### config.mk
export PLATFORM = sky130hd
export DESIGN_NAME = i2c_target_regfile
export DESIGN_NICKNAME = d
export VERILOG_FILES = /design/src/rtl/i2c_pkg.sv /design/src/rtl/i2c_in_filter.sv /design/src/rtl/i2c_target_regfile.sv
export SDC_FILE = /design/constraint.sdc
export NUM_CORES = 1
export LEC_CHECK = 0
export ABC_AREA = 1
export ABC_CLOCK_PERIOD_IN_PS = 2500
export CELL_PAD_IN_SITES_DETAIL_PLACEMENT = 2
export CELL_PAD_IN_SITES_GLOBAL_PLACEMENT = 2
export CORE_UTILIZATION = 33
export CTS_CLUSTER_DIAMETER = 40
export DETAILED_ROUTE_END_ITERATION = 10
export GPL_TIMING_DRIVEN = 0
export PLACE_DENSITY_LB_ADDON = 0.1
export RECOVER_POWER = 100
export SYNTH_ARGS = -nofsm -noshare
export SYNTH_HDL_FRONTEND = slang
export SYNTH_SLANG_ARGS = --single-unit
### constraint.sdc
create_clock -name clk -period 2.5 [get_ports clk]
set_clock_uncertainty 0.2 [all_clocks]
set_input_delay 0.5 -clock clk [delete_from_list [all_inputs] [get_ports clk]]
set_output_delay 0.5 -clock clk [all_outputs]
set_load 0.1 [all_outputs]
### src/rtl/i2c_pkg.sv
// i2c_pkg: state encoding and bus bit constants shared by the I2C target
// register file and its bench.
package i2c_pkg;

  typedef enum logic [3:0] {
    ST_IDLE,
    ST_ADDR,
    ST_ADDR_ACK,
    ST_PTR,
    ST_PTR_ACK,
    ST_WDATA,
    ST_WDATA_ACK,
    ST_RDATA,
    ST_RDATA_ACK,
    ST_WAIT_STOP
  } i2c_state_e;

  localparam logic I2C_RW_WRITE = 1'b0;
  localparam logic I2C_RW_READ  = 1'b1;
  localparam logic I2C_ACK      = 1'b0;
  localparam logic I2C_NACK     = 1'b1;

  localparam logic [3:0] I2C_BYTE_BITS = 4'd8;

endpackage

### src/rtl/i2c_in_filter.sv
// i2c_in_filter: 2-flop synchroniser plus a FILT_LEN-sample glitch filter
// for one bus line, with one-cycle rise/fall pulses of the filtered level.
module i2c_in_filter #(
  parameter int FILT_LEN = 3
) (
  input  logic clk,
  input  logic rst_n,
  input  logic raw,
  output logic level,
  output logic rise,
  output logic fall
);

  logic [1:0]          sync;
  logic [FILT_LEN-1:0] hist;

  // The level only moves once the last FILT_LEN synchronised samples agree;
  // rise/fall are registered alongside so they line up with the new level.
  always_ff @(posedge clk) begin
    if (!rst_n) begin
      sync  <= 2'b11;
      hist  <= '1;
      level <= 1'b1;
      rise  <= 1'b0;
      fall  <= 1'b0;
    end else begin
      sync <= {sync[0], raw};
      hist <= FILT_LEN'({hist, sync[1]});
      rise <= 1'b0;
      fall <= 1'b0;
      if (hist == '1 && !level) begin
        level <= 1'b1;
        rise  <= 1'b1;
      end else if (hist == '0 && level) begin
        level <= 1'b0;
        fall  <= 1'b1;
      end
    end
  end

endmodule

### src/rtl/i2c_target_regfile.sv
// i2c_target_regfile: I2C target exposing NUM_REGS 8-bit registers through an
// auto-incrementing pointer, plus a host-side combinational read / write port.
module i2c_target_regfile
  import i2c_pkg::*;
#(
  parameter int NUM_REGS = 16,
  parameter int FILT_LEN = 3,
  localparam int PTR_W = $clog2(NUM_REGS)
) (
  input  logic             clk,
  input  logic             rst_n,
  input  logic [6:0]       addr,
  input  logic             scl_i,
  input  logic             sda_i,
  output logic             sda_oe,
  input  logic [PTR_W-1:0] hrd_addr,
  output logic [7:0]       hrd_data,
  input  logic             hwr_en,
  input  logic [PTR_W-1:0] hwr_addr,
  input  logic [7:0]       hwr_data,
  output logic             wr_strb,
  output logic [PTR_W-1:0] wr_idx,
  output logic [7:0]       wr_val,
  output logic             busy,
  output logic             done
);

  logic scl, scl_rise, scl_fall;
  logic sda, sda_rise, sda_fall;

  i2c_in_filter #(.FILT_LEN(FILT_LEN)) u_scl_filt (
    .clk   (clk),
    .rst_n (rst_n),
    .raw   (scl_i),
    .level (scl),
    .rise  (scl_rise),
    .fall  (scl_fall)
  );

  i2c_in_filter #(.FILT_LEN(FILT_LEN)) u_sda_filt (
    .clk   (clk),
    .rst_n (rst_n),
    .raw   (sda_i),
    .level (sda),
    .rise  (sda_rise),
    .fall  (sda_fall)
  );

  i2c_state_e       state_q, state_d;
  logic [3:0]       bit_cnt;
  logic [7:0]       shift;
  logic             rw_q;
  logic             mack_q;
  logic [PTR_W-1:0] ptr;
  logic             oe_d;
  logic [7:0]       regs [NUM_REGS];

  logic             start_det, stop_det;
  logic             byte_done, addr_match, ptr_ok, wr_fire;
  logic [7:0]       byte_in;
  logic [PTR_W-1:0] ptr_inc;

  function automatic logic [PTR_W-1:0] next_ptr(input logic [PTR_W-1:0] p);
    return (p == PTR_W'(NUM_REGS - 1)) ? '0 : p + 1'b1;
  endfunction

  assign start_det  = sda_fall & scl;
  assign stop_det   = sda_rise & scl;
  assign byte_done  = (bit_cnt == I2C_BYTE_BITS);
  assign byte_in    = {shift[6:0], sda};
  assign addr_match = (shift[7:1] == addr);
  assign ptr_ok     = ({1'b0, shift} < 9'(NUM_REGS));
  assign ptr_inc    = next_ptr(ptr);
  assign wr_fire    = !start_det && !stop_det && scl_rise &&
                      (state_q == ST_WDATA) && (bit_cnt == 4'd7);
  assign hrd_data   = regs[hrd_addr];

  always_ff @(posedge clk) begin
    if (!rst_n) state_q <= ST_IDLE;
    else        state_q <= state_d;
  end

  // Next state and next SDA drive; SDA only moves on a filtered SCL fall,
  // except that START/STOP always release it.
  always_comb begin
    state_d = state_q;
    oe_d    = sda_oe;
    if (start_det) begin
      state_d = ST_ADDR;
      oe_d    = 1'b0;
    end else if (stop_det) begin
      state_d = ST_IDLE;
      oe_d    = 1'b0;
    end else if (scl_fall) begin
      case (state_q)
        ST_ADDR: begin
          if (byte_done) begin
            state_d = addr_match ? ST_ADDR_ACK : ST_WAIT_STOP;
            oe_d    = addr_match;
          end
        end
        ST_ADDR_ACK: begin
          if (rw_q == I2C_RW_READ) begin
            state_d = ST_RDATA;
            oe_d    = ~regs[ptr][7];
          end else begin
            state_d = ST_PTR;
            oe_d    = 1'b0;
          end
        end
        ST_PTR: begin
          if (byte_done) begin
            state_d = ptr_ok ? ST_PTR_ACK : ST_WAIT_STOP;
            oe_d    = ptr_ok;
          end
        end
        ST_PTR_ACK, ST_WDATA_ACK: begin
          state_d = ST_WDATA;
          oe_d    = 1'b0;
        end
        ST_WDATA: begin
          if (byte_done) begin
            state_d = ST_WDATA_ACK;
            oe_d    = 1'b1;
          end
        end
        ST_RDATA: begin
          if (byte_done) begin
            state_d = ST_RDATA_ACK;
            oe_d    = 1'b0;
          end else begin
            oe_d = ~shift[7];
          end
        end
        ST_RDATA_ACK: begin
          if (mack_q == I2C_ACK) begin
            state_d = ST_RDATA;
            oe_d    = ~regs[ptr_inc][7];
          end else begin
            state_d = ST_WAIT_STOP;
            oe_d    = 1'b0;
          end
        end
        default: oe_d = 1'b0;
      endcase
    end
  end

  // Bit counting, shifting, pointer and status; the read byte is copied into
  // shift when its first bit goes out, so later host writes cannot tear it.
  always_ff @(posedge clk) begin
    if (!rst_n) begin
      bit_cnt <= '0;
      shift   <= '0;
      rw_q    <= I2C_RW_WRITE;
      mack_q  <= I2C_NACK;
      ptr     <= '0;
      sda_oe  <= 1'b0;
      busy    <= 1'b0;
      done    <= 1'b0;
      wr_strb <= 1'b0;
      wr_idx  <= '0;
      wr_val  <= '0;
    end else begin
      sda_oe  <= oe_d;
      done    <= 1'b0;
      wr_strb <= 1'b0;
      if (start_det || stop_det) begin
        bit_cnt <= '0;
        done    <= busy;
        busy    <= 1'b0;
      end else begin
        if (scl_rise) begin
          case (state_q)
            ST_ADDR, ST_PTR, ST_WDATA: begin
              shift   <= byte_in;
              bit_cnt <= bit_cnt + 4'd1;
            end
            ST_RDATA:     bit_cnt <= bit_cnt + 4'd1;
            ST_RDATA_ACK: mack_q  <= sda;
            default: ;
          endcase
        end
        if (wr_fire) begin
          wr_strb <= 1'b1;
          wr_idx  <= ptr;
          wr_val  <= byte_in;
        end
        if (scl_fall) begin
          case (state_q)
            ST_ADDR: begin
              if (byte_done) begin
                rw_q    <= shift[0];
                bit_cnt <= '0;
                busy    <= addr_match;
              end
            end
            ST_ADDR_ACK: begin
              bit_cnt <= '0;
              if (rw_q == I2C_RW_READ) shift <= {regs[ptr][6:0], 1'b0};
            end
            ST_PTR: begin
              if (byte_done) begin
                bit_cnt <= '0;
                if (ptr_ok) ptr <= shift[PTR_W-1:0];
              end
            end
            ST_PTR_ACK, ST_WDATA_ACK: bit_cnt <= '0;
            ST_WDATA: begin
              if (byte_done) ptr <= ptr_inc;
            end
            ST_RDATA: begin
              if (!byte_done) shift <= {shift[6:0], 1'b0};
            end
            ST_RDATA_ACK: begin
              bit_cnt <= '0;
              if (mack_q == I2C_ACK) begin
                ptr   <= ptr_inc;
                shift <= {regs[ptr_inc][6:0], 1'b0};
              end
            end
            default: ;
          endcase
        end
      end
    end
  end

  // Register array; the I2C write is applied last so it wins a same-cycle
  // collision with the host port.
  always_ff @(posedge clk) begin
    if (!rst_n) begin
      for (int i = 0; i < NUM_REGS; i++) regs[i] <= 8'h00;
    end else begin
      if (hwr_en)  regs[hwr_addr] <= hwr_data;
      if (wr_fire) regs[ptr]      <= byte_in;
    end
  end

endmodule

# Word-level counts from Yosys, hierarchy flattened
# Memory sizes are Yosys's and may differ from the RTL's. A register that Yosys moved wholly into a read port is not among the register bits.
# Index checks and enable logic that the tools add are counted.
# Widths: inputs -> output; s select.
# word_totals
mem_bits_ro	0
regBits	54
output_inout_bits	24
n_memories	1
latchBits	0
inputBits	28
elab_cells	153
mem_bits_rw	128
# op_classes
n_mux	56
n_eq_ne	24
div_mod_pow	0
n_shift	0
n_bitwise	7
order_cmp	1
n_addsub	2
multipliers	0
n_reduce_logical	39
# mem_list
memory	depth	width	read_ports	rd_ports_with_merged_regs	wr	line_no	rtl
regs	16	8	3	1	16	i2c_target_regfile.sv:56	logic [7:0] regs [NUM_REGS];
# ops
op	n
$mux 4	20
$mux 8	8
$pmux 4 s7	1
$pmux 8 s3	1
$mux 1	22
$eq 4x3->1 const B	5
$ne 4x4->1 const B	4
$reduce_or 8->1	2
$eq 4x4->1 const B	3
$ne 2x2->1 const B	6
$pmux 4 s3	1
$reduce_and 6->1	2
$reduce_or 2->1	5
$reduce_bool 9->1	1
$add 4x1->4 const B	2
$eq 4x2->1 const B	2
$logic_and 1x1->1	8
$lt 8x5->1 const B	1
$pmux 4 s2	1
$reduce_and 4->1	2
$reduce_or 4->1	2
$eq 7x7->1	1
$reduce_and 7->1	1
$reduce_bool 7->1	1
other kinds (13)	27

# Depth between registers and ports, before layout
# Gate-level depths: netlist of run 1.
# depth
ltp_word	11
mapped_depth	15
mapped_depth_nobuf	14

# Modules after synthesis
# From an unflattened synthesis of run 1, not the netlist that was laid out.
# hier_totals
cells_unflattened	1691
hier_area_um2	12035.3
# by_module_without_submodules
module	area_per_inst_um2	cells_each	n_inst	seq_area_each_um2
i2c_target_regfile	11544.8	1635	1	4684.5
i2c_in_filter	245.2	28	2	160.2

# Least setup slack after synthesis of run 1
# Ideal clock, no wire load.
# synth_path
path_type	input to output
start	input port hrd_addr[1]
end	output port hrd_data[5]
slack_ns	-0.511
n_path_buf	3
t_required_ns	1.800
arrival_ns	2.311
cell_stages	8
path_cell_list	clkbuf_1 -> inv_1 -> clkbuf_1 -> clkbuf_1 -> o21ai_0 -> o211ai_1 -> o211ai_1 -> nand2_1
# synth_between
elab_chain_len	1
# synth_rtl
element	line_no	rtl
start, declared	i2c_target_regfile.sv:16	input logic [PTR_W-1:0] hrd_addr,
$mem_v2 16x8	n/a	
end, declared	i2c_target_regfile.sv:17	output logic [7:0] hrd_data,
# Every way passes these cells.

==> metrics, run 1 <==
Post-Synthesis Cell Area 12,200 um^2; cell row count 70; CTS Buf Count 17; half-perimeter wire length after placement 53.8 mm; wire per inst 32.5 um; placed inst area 13,300 um^2; required time of the critical path 1.80 ns; peak supply drop 489 uV; Synth top area share 31.5%; status finished with violations; synth top area cells edfxtp_1, o21ai_0, nand3_1; f_max 388 MHz; core box area 36,500 um^2; Fin. Hold Viols 0; Max-Cap Viols 0; Die Y 194 um; RSZ-0062 raised after global routing yes; first-pass GRT wire length 105 mm; most area-hungry cell type in the Yosys netlist edfxtp_1; DR pass1 iterations 5; syn_nets 1,706; Clock Tree Buf Depth 2; # DRC 0; WS Path Type flip-flop to primary output; GRT overflow 0; pre-CTS setup slack -2.21 ns; largest net degree at the start of global routing 18; Root Driver clkbuf_16; fin crit period 2.58 ns; CP Capture Type primary output; worst-skew pair later-pin latency 0.45 ns; Sink Count 186; RePlAce Congestion 1.01; Die X 194 um; failing checks negative setup slack; setup slack after layout -0.0805 ns; post-synthesis cell type count 39; design area 14,900 um^2; Max Slew Vio Count 0; Pleak 5.47 nW; Seq cells post-synth 186; Hold Path Class flip-flop to flip-flop; gr usage total 38.7%; worst slew pin tran 1.19 ns; final setup fails 8; vias 14,200; Final Net Count 1,796; post-synthesis area per instance 7.30 um^2; die area 37,800 um^2; synth warn 0; total wire length 73.0 mm; Starting DRT DRC Count 1,418; CTS tree built; Worst Path Max Fanout 3; Power Density 501 nW/um^2; share of cells above drive strength 1 15.6%; H-tree levels 4; Vias/cell 6.32; crit start category flip-flop; Syn-to-layout area delta 21.9%; vias in the first global route 14,700; Tcrit/Tclk final 103%; Gate Count Post-Synth 1,672; fin cells 2,244; number of antenna violations at the first check in global routing 2; Seq/Total Area, Yosys 41.0%; placed insts 2,179; hold_buf cts 0; Arrival @ worst endpoint 1.88 ns; Initial Utilization 33.4%; Worst-path clk slew 0.08 ns; io pins 52; Slew headroom 20.9%; Antenna Nets Post-Route 0; PortBufs 39
synth_stat cells:
cell type and n:
clkbuf_1 81, and3_1 1, xnor2_1 3, nor2_1 92
nor3_1 5, buf_4 6, o21ai_1 19, ha_1 6
o2111ai_1 1, inv_1 139, clkinv_1 8, a211oi_1 13
or2_2 7, buf_1 19, a22oi_1 2, o21ai_0 266
dfxtp_1 58, nand3_4 6, nand3_1 265, nand4_1 58
buf_2 18, nor4_1 4, o22ai_1 1, buf_6 3
o221ai_1 4, edfxtp_1 128, nand3b_1 6, xor2_1 4
a31oi_1 3, nand2_1 267, o211ai_1 38, nor3_2 1
nor2_2 1, nand3_2 13, nor2_8 1, nor2_4 1
nand2_2 1, inv_2 4, a21oi_1 119
stage by stage:
| stage | hold WS [ns] | TNS, ns | power (mW) | util (%) |
|---|---|---|---|---|
| finish | 0.219 | -0.277 | 7.46 | 40.8 |
| global route | 0.227 | -8.75 | 7.63 | 40.8 |
| global placement | 0.195 | -114.26 | 4.49 | 36.3 |
| floorplan | 0.193 | 0 | 4.06 | - |
| CTS | 0.217 | -0.211 | 7.41 | 40.4 |
| detailed placement | 0.204 | -133.01 | 4.52 | 36.3 |
power breakdown:
| part | total, mW | internal (mW) | switching [mW] | leakage (nW) |
|---|---|---|---|---|
| clock network | 2.81 | 1.48 | 1.33 | 0.300 |
| logic | 1.04 | 0.315 | 0.721 | 3.48 |
| registers | 3.61 | 3.41 | 0.201 | 1.69 |
| total | 7.46 | 5.21 | 2.26 | 5.47 |
timing repair:
item | CTS | global route
pin swaps | 14 | 20
resized for setup | 256 | 101
cloned | 0 | 1
setup buffers | 31 | 6
endpoints found under the setup margin | 233 | 232
final timing paths:
kind                 startpoint            endpoint  slack (ns)  depth (start not counted)
max                 regs[12][5]         hrd_data[5]       -0.08                          5
min          u_sda_filt.sync[0]  u_sda_filt.sync[1]        0.22                          1
min reg2reg  u_sda_filt.sync[0]  u_sda_filt.sync[1]        0.22                          1
max reg2reg              ptr[0]            shift[7]       -0.04                         13
per-layer routing:
| layer | routed length, um | global-route usage, % |
|---|---|---|
| met3 | 6580 | 8.71 |
| met1 | 31100 | 52.1 |
| met4 | 3470 | 17.5 |
| met5 | 0 | 0 |
| met2 | 31800 | 58.9 |
logic make-up (layout without fill, tap and decap cells):
kind of cell	after synthesis	in the layout	share of synthesized area (%)
simple gates	729	729	28.4
buf+inv	278	381	9.10
flops	186	186	41.0
compound gates	466	466	20.4
other cells	0	1	0
fa+ha+maj	6	6	0.615
xor+xnor	7	7	0.502
cell usage in the layout, fill, tap and decap left out, types with 5 or more instances in the layout:
cell,n
buf_12,16
clkdlybuf4s50_1,13
buf_6,9
nand2_1,249
nand3b_1,6
nand4_1,58
inv_2,15
clkbuf_16,22
nand3_1,249
clkbuf_1,56
nand2_4,9
edfxtp_1,128
o21ai_1,22
nor2_4,7
or2_2,7
buf_2,13
buf_1,8
buf_8,8
dfxtp_1,54
nor3_1,5
nor2_2,14
inv_1,122
a211oi_1,13
clkbuf_8,10
nand3_2,20
a21oi_2,5
o211ai_1,38
clkbuf_2,20
clkbuf_4,11
clkinvlp_4,5
a21oi_1,114
o21ai_0,261
nand3_4,15
nand2_2,10
nor2_1,73
buf_4,32
worst max-delay path, stage by stage (launching register included):
cell and delay, ns:
edfxtp_1 0.56, nor2_2 0.16, o22ai_1 0.09, o211ai_1 0.35, nand2_4 0.08, buf_12 0.18
state kept, by name, summed over array words and instances, names as in the netlist, 4 cells and up, named ones only:
| register | flops |
|---|---|
| wr_idx | 4 |
| wr_val | 8 |
| state_q | 4 |
| shift | 8 |
| bit_cnt | 4 |
| regs | 128 |
| ptr | 4 |
layout make-up:
type | instances | area (um^2)
Antenna cell | 1 | 2.50
Inverter | 151 | 602
Clock inverter | 11 | 92.6
Timing Repair Buffer | 77 | 744
Fill cell | 4247 | 21600
Clock buffer | 21 | 503
Tap cell | 468 | 586
Multi-Input combinational cell | 1208 | 6490
Sequential cell | 186 | 5010
Buffer | 121 | 851
Power figures use the tool's default switching activity.
==> run 2: changes to the inputs <==
- CORE_ASPECT_RATIO: unset -> 1.5
- CORE_UTILIZATION: 33 -> 34
- DONT_BUFFER_PORTS: unset -> 1
==> run 2 against run 1 <==
The run still ends with negative setup slack left. Count of clock-buffer cells in the layout decreased by 4. Non-clock buffer count decreased by 26. First-iteration DRC count decreased by 20%. Critical endpoint is now hrd_data[1]. Highest routed layer unchanged.
==> metrics, run 2 (same netlist as run 1, synthesis figures left out) <==
status finished with violations (unchanged); failing checks negative setup slack (unchanged); Tcrit/Tclk final 105% (was 103%); wire per inst 32.1 um (was 32.5 um); f_max 381 MHz (was 388 MHz); Syn-to-layout area delta 21.6% (was 21.9%); PortBufs 0 (was 39); placed insts 2,145 (was 2,179); Vias/cell 6.25 (was 6.32); setup slack after layout -0.123 ns (was -0.0805 ns); io pins 52 (unchanged); total wire length 71.3 mm (was 73.0 mm); RSZ-0062 raised after global routing yes (unchanged); Max-Cap Viols 0 (unchanged); Clock Tree Buf Depth 2 (unchanged); worst slew pin tran 1.02 ns (was 1.19 ns); final setup TNS -0.311 ns (was -0.277 ns); PnR Total Power 7.35 mW (was 7.46 mW); CTS tree built (unchanged); H-tree levels 4 (unchanged); fin crit period 2.62 ns (was 2.58 ns); # DRC 0 (unchanged); crit-path cells clkbuf_4 -> clkinv_4 -> clkbuf_4 -> nand3_1 -> nand3_2 -> nand2_4 (was nor2_2 -> o22ai_1 -> o211ai_1 -> nand2_4 -> buf_12); Crit path largest cell delay 0.30 ns (was 0.56 ns); RePlAce Congestion 0.975 (was 1.01); CP delay by family, top simple AND/OR/NAND/NOR gates (was flip-flops); crit-path most repeated cell clkbuf_4; Die X 157 um (was 194 um); Max Slew Vio Count 0 (unchanged); Slowest-stage cell, CP nand3_1 (was edfxtp_1); Initial Utilization 34.7% (was 33.4%); DR pass1 iterations 7 (was 5); commonest non-fill, non-tap cell in the layout o21ai_0 (unchanged); n_diodes 0 (was 1); pre-CTS setup slack -1.72 ns (was -2.21 ns); vias 13,900 (was 14,200); Slew headroom 31.5% (was 20.9%); most frequent cells in the layout o21ai_0, nand2_1, nand3_1, inv_1, edfxtp_1 (was o21ai_0, nand2_1, nand3_1, edfxtp_1, inv_1); Largest register FFs 128 (unchanged); largest registers regs: 128 flops, shift: 8 flops, wr_val: 8 flops (unchanged); half-perimeter wire length after placement 55.8 mm (was 53.8 mm); Arrival @ worst endpoint 1.92 ns (was 1.88 ns); Root Driver clkbuf_16 (unchanged); gr usage total 39.1% (was 38.7%); cell row count 84 (was 70); Worst Path Max Fanout 10 (was 3); Starting DRT DRC Count 1,132 (was 1,418); peak supply drop 561 uV (was 489 uV); Final Net Count 1,770 (was 1,796); crit start category primary input (was flip-flop); number of antenna violations at the first check in global routing 1 (was 2); Fin. Hold Viols 0 (unchanged); share of cells above drive strength 1 16.6% (was 15.6%); first-pass GRT wire length 100 mm (was 105 mm); Power Density 495 nW/um^2 (was 501 nW/um^2); Filler Cells Inserted 4,104 (was 4,247); Sink Count 186 (unchanged); CTS Buf Count 17 (unchanged); worst path bufs/invs 3 (was 1); Most flops, register regs (unchanged); Pleak 5.45 nW (was 5.47 nW); final setup fails 12 (was 8); Hold Path Class primary input to flip-flop (was flip-flop to flip-flop); vias in the first global route 14,600 (was 14,700); Worst-path clk slew 0.07 ns (was 0.08 ns); die area 36,700 um^2 (was 37,800 um^2); worst-skew pair later-pin latency 0.46 ns (was 0.45 ns); core box area 35,200 um^2 (was 36,500 um^2); Die Y 234 um (was 194 um); largest net degree at the start of global routing 19 (was 18); area of the multi-input gates 6700 um^2 (was 6490 um^2); fin cells 2,222 (was 2,244); CP Capture Type primary output (unchanged); FF/Latch Area 5020 um^2 (was 5010 um^2); WS Path Type primary input to primary output (was flip-flop to primary output); required time of the critical path 1.80 ns (about the same); final core utilization 42.2% (was 40.8%); GRT overflow 0 (unchanged); Antenna Nets Post-Route 0 (unchanged)
[run 2: area by class of cell]
class                   count  area share [%]
repair buffers             52            3.51
multi-input cells        1208            45.1
well taps                 473            3.99
plain buffers             120            5.51
clock inverters            15            1.24
inverters                 151            3.95
flip-flops and latches    186            33.8
clock buffers              17            2.87
[run 2: worst paths after layout]
| kind | from | endpoint | slack [ns] | cells past startpoint |
|---|---|---|---|---|
| max | hrd_addr[2] | hrd_data[1] | -0.12 | 6 |
| min reg2reg | u_sda_filt.sync[1] | u_sda_filt.hist[0] | 0.21 | 1 |
| max reg2reg | u_scl_filt.rise | regs[13][5] | 0.01 | 8 |
| min | rst_n | state_q[0] | 0.21 | 3 |
[run 2: report_power, final]
group | internal (mW) | switching (mW) | total [mW]
sequential | 3.41 | 0.151 | 3.56
clock | 1.51 | 1.36 | 2.87
combinational | 0.223 | 0.691 | 0.915
total | 5.15 | 2.20 | 7.35
[run 2: per-layer routing]
layer	share of wire (%)	track usage, %	wire (um)
met5	0	0	0
met4	11	35.0	7510
met3	5.8	5.84	4100
met2	49	68.4	34700
met1	35	40.3	24900
[run 2: stage by stage]
stage          instance area (um^2)  hold slack, ns
3_5_place_dp                  12900           0.202
6_report                      14800           0.206
4_1_cts                       14400           0.198
2_1_floorplan                 12300           0.193
5_1_grt                       14800           0.216
3_3_place_gp                  12900           0.193
[run 2: timing repair]
action,CTS,global route
endpoints found under the setup margin,241,205
hold buffers,2,0
buffers inserted,32,15
pin swaps,18,39
gates resized for setup,165,111
hold endpoints to repair,2,0
gates cloned,2,1
[run 2: worst reg2reg max path, cell delays in order, from the launching register on]
cell and delay [ns]:
dfxtp_1 0.49, inv_1 0.14, nor2_4 0.17, nand3_2 0.16, nor2_8 0.18, buf_4 0.18, nand3_2 0.27, nand3_1 0.22
o21ai_0 0.18
